File: config.mk
export PLATFORM = sky130hd
export DESIGN_NAME = neuron_step_scheduler
export DESIGN_NICKNAME = d
export VERILOG_FILES = /design/src/rtl/neuron_step_scheduler.sv
export SDC_FILE = /design/constraint.sdc
export NUM_CORES = 2
export LEC_CHECK = 0
export CAP_MARGIN = 20
export CORE_MARGIN = 1
export CORE_UTILIZATION = 30
export DETAILED_ROUTE_END_ITERATION = 12
export PLACE_DENSITY = 0.44
export SYNTH_ARGS = -nofsm -noshare
export SYNTH_HDL_FRONTEND = slang
export SYNTH_SLANG_ARGS = --single-unit
File: constraint.sdc
create_clock -name clk -period 4.2 [get_ports clk]
set_input_delay 0.84 -clock clk [delete_from_list [all_inputs] [get_ports clk]]
set_output_delay 0.84 -clock clk [all_outputs]
set_load 0.01 [all_outputs]
File: src/rtl/neuron_step_scheduler.sv
// Shares one Izhikevich datapath across N_NEURONS neurons. Each timestep walks the
// per-neuron register file in index order and reports fired neurons on a spike handshake.
module neuron_step_scheduler #(
  parameter int N_NEURONS = 16,
  parameter int IDX_W     = 4,
  parameter int W         = 17,
  parameter int DP_LAT    = 1
) (
  input  logic             clk,
  input  logic             rst_n,
  input  logic             cfg_we,
  input  logic [2:0]       cfg_sel,
  input  logic [IDX_W-1:0] cfg_idx,
  input  logic [W-1:0]     cfg_data,
  input  logic             start,
  output logic             busy,
  output logic             done,
  output logic [15:0]      step_count,
  output logic [W-1:0]     dp_a,
  output logic [W-1:0]     dp_b,
  output logic [W-1:0]     dp_c,
  output logic [W-1:0]     dp_d,
  output logic [W-1:0]     dp_v,
  output logic [W-1:0]     dp_u,
  output logic [W-1:0]     dp_i,
  input  logic [W-1:0]     dp_v_prime,
  input  logic [W-1:0]     dp_u_prime,
  input  logic             dp_fired,
  output logic             spike_valid,
  output logic [IDX_W-1:0] spike_idx,
  input  logic             spike_ready
);

  localparam int               CNT_W     = (DP_LAT > 1) ? $clog2(DP_LAT) : 1;
  localparam logic [CNT_W-1:0] WAIT_INIT = CNT_W'(DP_LAT - 1);
  localparam logic [IDX_W-1:0] LAST_IDX  = IDX_W'(N_NEURONS - 1);
  localparam logic [W-1:0]     SAT_POS   = {1'b0, {(W-1){1'b1}}};
  localparam logic [W-1:0]     SAT_NEG   = {1'b1, {(W-1){1'b0}}};

  typedef enum logic [2:0] {
    S_IDLE, S_ISSUE, S_WAIT, S_WB, S_STALL, S_DONE
  } state_t;

  state_t           state_reg, state_next;
  logic [IDX_W-1:0] idx_reg, idx_next;
  logic [CNT_W-1:0] wait_cnt_reg, wait_cnt_next;
  logic             spike_valid_reg, spike_valid_next;
  logic [IDX_W-1:0] spike_idx_reg, spike_idx_next;
  logic [15:0]      step_count_reg;
  logic             issue_en, wb_en, spike_load, advance;

  logic [W-1:0] dp_a_reg, dp_b_reg, dp_c_reg, dp_d_reg, dp_v_reg, dp_u_reg, dp_i_reg;
  logic [W-1:0] rd_a, rd_b, rd_c, rd_d, rd_v, rd_u, rd_i;

  logic [W-1:0] a_mem [N_NEURONS];
  logic [W-1:0] b_mem [N_NEURONS];
  logic [W-1:0] c_mem [N_NEURONS];
  logic [W-1:0] d_mem [N_NEURONS];
  logic [W-1:0] v_mem [N_NEURONS];
  logic [W-1:0] u_mem [N_NEURONS];
  logic [W-1:0] i_mem [N_NEURONS];
  logic [W-1:0] acc_sum [N_NEURONS];
  logic [N_NEURONS-1:0] cfg_hit, wb_hit;

  function automatic logic [W-1:0] sat_add(input logic [W-1:0] x, input logic [W-1:0] y);
    logic [W:0] s;
    s = {x[W-1], x} + {y[W-1], y};
    if (s[W] != s[W-1]) return s[W] ? SAT_NEG : SAT_POS;
    return s[W-1:0];
  endfunction

  // Per-entry decode; indices beyond N_NEURONS simply match no entry.
  for (genvar gi = 0; gi < N_NEURONS; gi++) begin : g_entry
    localparam logic [IDX_W-1:0] ENTRY = IDX_W'(gi);
    assign cfg_hit[gi] = cfg_we && (cfg_idx == ENTRY);
    assign wb_hit[gi]  = wb_en && (idx_reg == ENTRY);
    assign acc_sum[gi] = sat_add(i_mem[gi], cfg_data);
  end

  always_comb begin
    rd_a = '0; rd_b = '0; rd_c = '0; rd_d = '0;
    rd_v = '0; rd_u = '0; rd_i = '0;
    for (int k = 0; k < N_NEURONS; k++) begin
      if (idx_reg == IDX_W'(k)) begin
        rd_a = a_mem[k]; rd_b = b_mem[k]; rd_c = c_mem[k]; rd_d = d_mem[k];
        rd_v = v_mem[k]; rd_u = u_mem[k]; rd_i = i_mem[k];
      end
    end
  end

  always_ff @(posedge clk) begin
    if (!rst_n) state_reg <= S_IDLE;
    else        state_reg <= state_next;
  end

  always_comb begin
    state_next       = state_reg;
    idx_next         = idx_reg;
    wait_cnt_next    = wait_cnt_reg;
    spike_valid_next = spike_valid_reg;
    spike_idx_next   = spike_idx_reg;
    issue_en         = 1'b0;
    wb_en            = 1'b0;
    spike_load       = 1'b0;
    advance          = 1'b0;

    if (spike_valid_reg && spike_ready) begin
      spike_valid_next = 1'b0;
      spike_idx_next   = '0;
    end

    case (state_reg)
      S_IDLE: begin
        if (start) begin
          state_next = S_ISSUE;
          idx_next   = '0;
        end
      end
      S_ISSUE: begin
        issue_en      = 1'b1;
        wait_cnt_next = WAIT_INIT;
        state_next    = S_WAIT;
      end
      S_WAIT: begin
        if (wait_cnt_reg == '0) state_next = S_WB;
        else                    wait_cnt_next = wait_cnt_reg - 1'b1;
      end
      S_WB: begin
        wb_en = 1'b1;
        if (dp_fired && spike_valid_reg && !spike_ready) begin
          state_next = S_STALL;
        end else begin
          spike_load = dp_fired;
          advance    = 1'b1;
        end
      end
      S_STALL: begin
        // idx_reg is frozen here, so it doubles as the pending spike index.
        if (spike_ready) begin
          spike_load = 1'b1;
          advance    = 1'b1;
        end
      end
      S_DONE:  state_next = S_IDLE;
      default: state_next = S_IDLE;
    endcase

    if (spike_load) begin
      spike_valid_next = 1'b1;
      spike_idx_next   = idx_reg;
    end
    if (advance) begin
      if (idx_reg == LAST_IDX) begin
        state_next = S_DONE;
      end else begin
        idx_next   = idx_reg + 1'b1;
        state_next = S_ISSUE;
      end
    end
  end

  always_ff @(posedge clk) begin
    if (!rst_n) begin
      idx_reg         <= '0;
      wait_cnt_reg    <= '0;
      spike_valid_reg <= 1'b0;
      spike_idx_reg   <= '0;
      step_count_reg  <= '0;
      dp_a_reg <= '0; dp_b_reg <= '0; dp_c_reg <= '0; dp_d_reg <= '0;
      dp_v_reg <= '0; dp_u_reg <= '0; dp_i_reg <= '0;
    end else begin
      idx_reg         <= idx_next;
      wait_cnt_reg    <= wait_cnt_next;
      spike_valid_reg <= spike_valid_next;
      spike_idx_reg   <= spike_idx_next;
      if (state_reg == S_DONE) step_count_reg <= step_count_reg + 16'd1;
      if (issue_en) begin
        dp_a_reg <= rd_a; dp_b_reg <= rd_b; dp_c_reg <= rd_c; dp_d_reg <= rd_d;
        dp_v_reg <= rd_v; dp_u_reg <= rd_u; dp_i_reg <= rd_i;
      end
    end
  end

  // The writeback clear is ordered last so it beats a same-cycle accumulate.
  always_ff @(posedge clk) begin
    if (!rst_n) begin
      for (int k = 0; k < N_NEURONS; k++) begin
        a_mem[k] <= '0; b_mem[k] <= '0; c_mem[k] <= '0; d_mem[k] <= '0;
        v_mem[k] <= '0; u_mem[k] <= '0; i_mem[k] <= '0;
      end
    end else begin
      for (int k = 0; k < N_NEURONS; k++) begin
        if (cfg_hit[k] && state_reg == S_IDLE) begin
          case (cfg_sel)
            3'd0:    a_mem[k] <= cfg_data;
            3'd1:    b_mem[k] <= cfg_data;
            3'd2:    c_mem[k] <= cfg_data;
            3'd3:    d_mem[k] <= cfg_data;
            3'd4:    v_mem[k] <= cfg_data;
            3'd5:    u_mem[k] <= cfg_data;
            3'd6:    i_mem[k] <= cfg_data;
            default: ;
          endcase
        end
        if (cfg_hit[k] && cfg_sel == 3'd7) i_mem[k] <= acc_sum[k];
        if (wb_hit[k]) begin
          v_mem[k] <= dp_v_prime;
          u_mem[k] <= dp_u_prime;
          i_mem[k] <= '0;
        end
      end
    end
  end

  assign busy        = (state_reg != S_IDLE);
  assign done        = (state_reg == S_DONE);
  assign step_count  = step_count_reg;
  assign spike_valid = spike_valid_reg;
  assign spike_idx   = spike_idx_reg;
  assign dp_a = dp_a_reg;
  assign dp_b = dp_b_reg;
  assign dp_c = dp_c_reg;
  assign dp_d = dp_d_reg;
  assign dp_v = dp_v_reg;
  assign dp_u = dp_u_reg;
  assign dp_i = dp_i_reg;

endmodule

==> key figures <==
Finish
  • Post-route cell area: 122000 sq um
  • FILL cells: 33900
  • Layout cells sized above 1: 11.6%
  • P&R area growth vs syn: 17.6%
  • Fin nets: 9924

Clock tree
  • CTS tree: yes
  • H-Tree Depth: 4
  • Clk buf depth: 4
  • Post-CTS setup buffers: 0
  • Root Buffer: clkbuf_16
  • Clock net sink count: 2051
  • CTS resizes: 0
  • TritonCTS Buffers: 235
  • Cts hold-fix bufs: 0
  • Clock-pin slew on the worst setup and hold paths: 0.06 ns
  • Clock latency on the worst-skew pair: 0.94 ns

GRT
  • Initial antenna violation count: 29
  • Number of global-route vias before repair: 79200
  • Largest net degree at the start of global routing: 104
  • GRT Util Overall: 23.7%
  • Global route overflow: 0
  • Global-route wire length before repair: 597 mm

Drt
  • Vias: 81900
  • Avg Vias per Cell: 5.71
  • DRC viols: 0
  • Top layer in use: met5
  • Wl on met1: 186 mm
  • Metal2 WL: 193 mm
  • Drt wl/cell: 29.6 um
  • Post-route ant nets: 0
  • Detail Route met3 WL: 30.3 mm
  • Iteration-0 DRC Markers: 8228
  • First drt pass iteration count: 6
  • Routed wire length: 424 mm

Die
  • Row cnt: 215
  • DIE HEIGHT: 589 um
  • Die Wd: 589 um
  • Core Footprint: 343000 sq um
  • Die footprint: 347000 sq um
  • Initial Util: 30.2%
  • I/O pin cnt: 206

Power
  • Total power: 50.9 mW
  • Leak Pwr: 42.9 nW
  • Peak supply drop: 0.353 mV
  • Pwr dens: 419 nW/um^2

Timing
  • Max frequency: 0.266 GHz
  • Slew @ Worst Pin: 1.07 ns
  • Final slew viol count: 0
  • Final Hold Violating Endpoints: 0
  • Period utilization: 89.5%
  • Clock skew: 0.0495 ns
  • Unrepaired setup endpoints after global routing: no
  • Post-layout min period: 3.76 ns
  • Slew headroom: 28.8%
  • Setup violations, final: 0
  • Worst hold slack: 0.330 ns

Yosys
  • Ys async rst share: 0%
  • Post-synth top area share: 55.3%
  • Syn_area_per_cell: 11.1 sq um
  • Ys Warns: 0
  • Register area share after synthesis: 58.1%
  • Post-Syn Area: 103000 sq um
  • Area leader, netlist: edfxtp_1
  • Netlist cell types: 107
  • Cells after Synth: 9321
  • Commonest cells in the netlist: edfxtp_1, nor2_1, clkbuf_1
  • Most common flop cell mapped by yosys: edfxtp_1
  • Flop and latch count out of synthesis: 2051
  • Syn nets: 9678
  • Count leader, synth: edfxtp_1
  • Post-synth EDFFs: 1904
  • Area contributors post-synth: edfxtp_1, nor2_1, ha_1

Run status
  • Status: finished clean

Worst setup path
  • Slowest CP cell: and3b_1
  • Delay-heaviest family, CP: simple AND/OR/NAND/NOR gates
  • Critical Path Fanout Max: 10
  • CP peak stage delay: 0.80 ns
  • CP Capture Type: output port
  • Buf/Inv on CP: 1
  • CP cell instances: and3b_1 -> clkdlybuf4s50_1
  • Critical path launch point type: register
  • WP data arrival: 2.92 ns
  • Critical path class: register to output port
  • Worst Path Required: 3.36 ns

Placed design
  • Routability Congestion: 0.909
  • Cell Area, Placed: 114000 sq um
  • PortBufs: 205
  • HPWL after DPL: 275 mm

Flow run
  • Max Cap Violations: 0

Hold path
  • Hold WC Path Type: input port to register
==> where the power goes <==
part           leakage (nW)  internal [mW]  switching, mW
Clock                  3.71           12.0           8.88
Combinational          18.5           2.21           4.11
Sequential             20.7           23.3          0.471
Total                  42.9           37.4           13.5
==> layer usage <==
layer / global-route usage (%) / up-vias
met3: 3.79 / 637
met1: 32.6 / 41600
li1: - / 36300
met5: 0 / -
met2: 37.8 / 3308
met4: 7.85 / 14
==> cells in the final DEF, fill, tap and decap left out, types with 50 or more instances in the layout <==
cell	netlist	routed
edfxtp_1	1904	1904
nor2_1	1534	1519
nand2_1	569	544
buf_4	3	532
a21oi_1	509	509
o21ai_0	500	459
a22o_1	341	341
a211oi_1	283	283
ha_1	277	277
o211ai_1	266	266
a22oi_1	240	240
o22ai_1	239	239
clkbuf_16	0	239
clkdlybuf4s50_1	0	187
a311oi_1	159	159
dfxtp_1	147	147
xnor2_1	132	132
inv_1	124	123
a221o_1	120	120
o221ai_1	122	120
nor3_1	112	109
maj3_1	108	108
buf_12	0	84
nand3_1	86	82
xor2_1	82	82
clkbuf_1	709	61
a21o_1	58	58
o21a_1	54	54
nor2b_1	51	50
==> final cells by class <==
cell class / count / area [sq um] / share of cell area [%]
Sequential cell: 2051 / 60100 / 49.4
Clock inverter: 114 / 1110 / 0.912
Tap cell: 4557 / 5700 / 4.69
Clock buffer: 319 / 6470 / 5.32
Antenna cell: 5 / 12.5 / 0.0103
Multi-Input combinational cell: 6349 / 40100 / 33.0
Inverter: 124 / 469 / 0.386
Timing Repair Buffer: 806 / 7600 / 6.25
==> path summary, 6_finish.rpt <==
path | endpoint | start | slack [ns] | depth (start not counted)
max reg2reg | dp_b[0]$_SDFFE_PN0P_ | idx_reg[1]$_SDFF_PN0_ | 0.49 | 11
min reg2reg | dp_a[11]$_SDFFE_PN0P_ | dp_a[11]$_SDFFE_PN0P_ | 0.47 | 2
max | done | state_reg[2]$_SDFFE_PN0P_ | 0.44 | 2
min | idx_reg[1]$_SDFF_PN0_ | rst_n | 0.33 | 2
==> kinds of logic after synthesis <==
group,synth area share (%)
AO/OA/AOI/OAI,21.1
AND/OR/NAND/NOR,10.5
flip-flops,58.1
buffers and inverters,3.46
adder cells (fa/ha/maj),4.72
XOR/XNOR,1.87
multiplexers,0.150
==> through the flow <==
stage / utilization, % / cells / setup slack, ns / setup TNS (ns)
5_1_grt: 35.5 / 14300 / 0.216 / 0
6_report: 35.5 / 14300 / 0.441 / 0
3_3_place_gp: 33.2 / 13900 / -0.156 / -2.39
4_1_cts: 35.4 / 14300 / 0.435 / 0
2_1_floorplan: - / 9321 / -0.0533 / -0.489
3_5_place_dp: 33.2 / 13900 / -0.159 / -2.16
==> worst reg2reg max path, stage by stage (launching register included) <==
cell	delay (ns)
dfxtp_1	0.44
inv_1	0.13
ha_1	0.28
nor4b_2	0.70
buf_12	0.36
a221o_1	0.24
o211ai_1	0.11
a311oi_1	0.61
a21oi_1	0.17
a21oi_1	0.23
nor2_1	0.18
o221ai_1	0.23
Note: power is estimated with default switching activity, not from simulation.
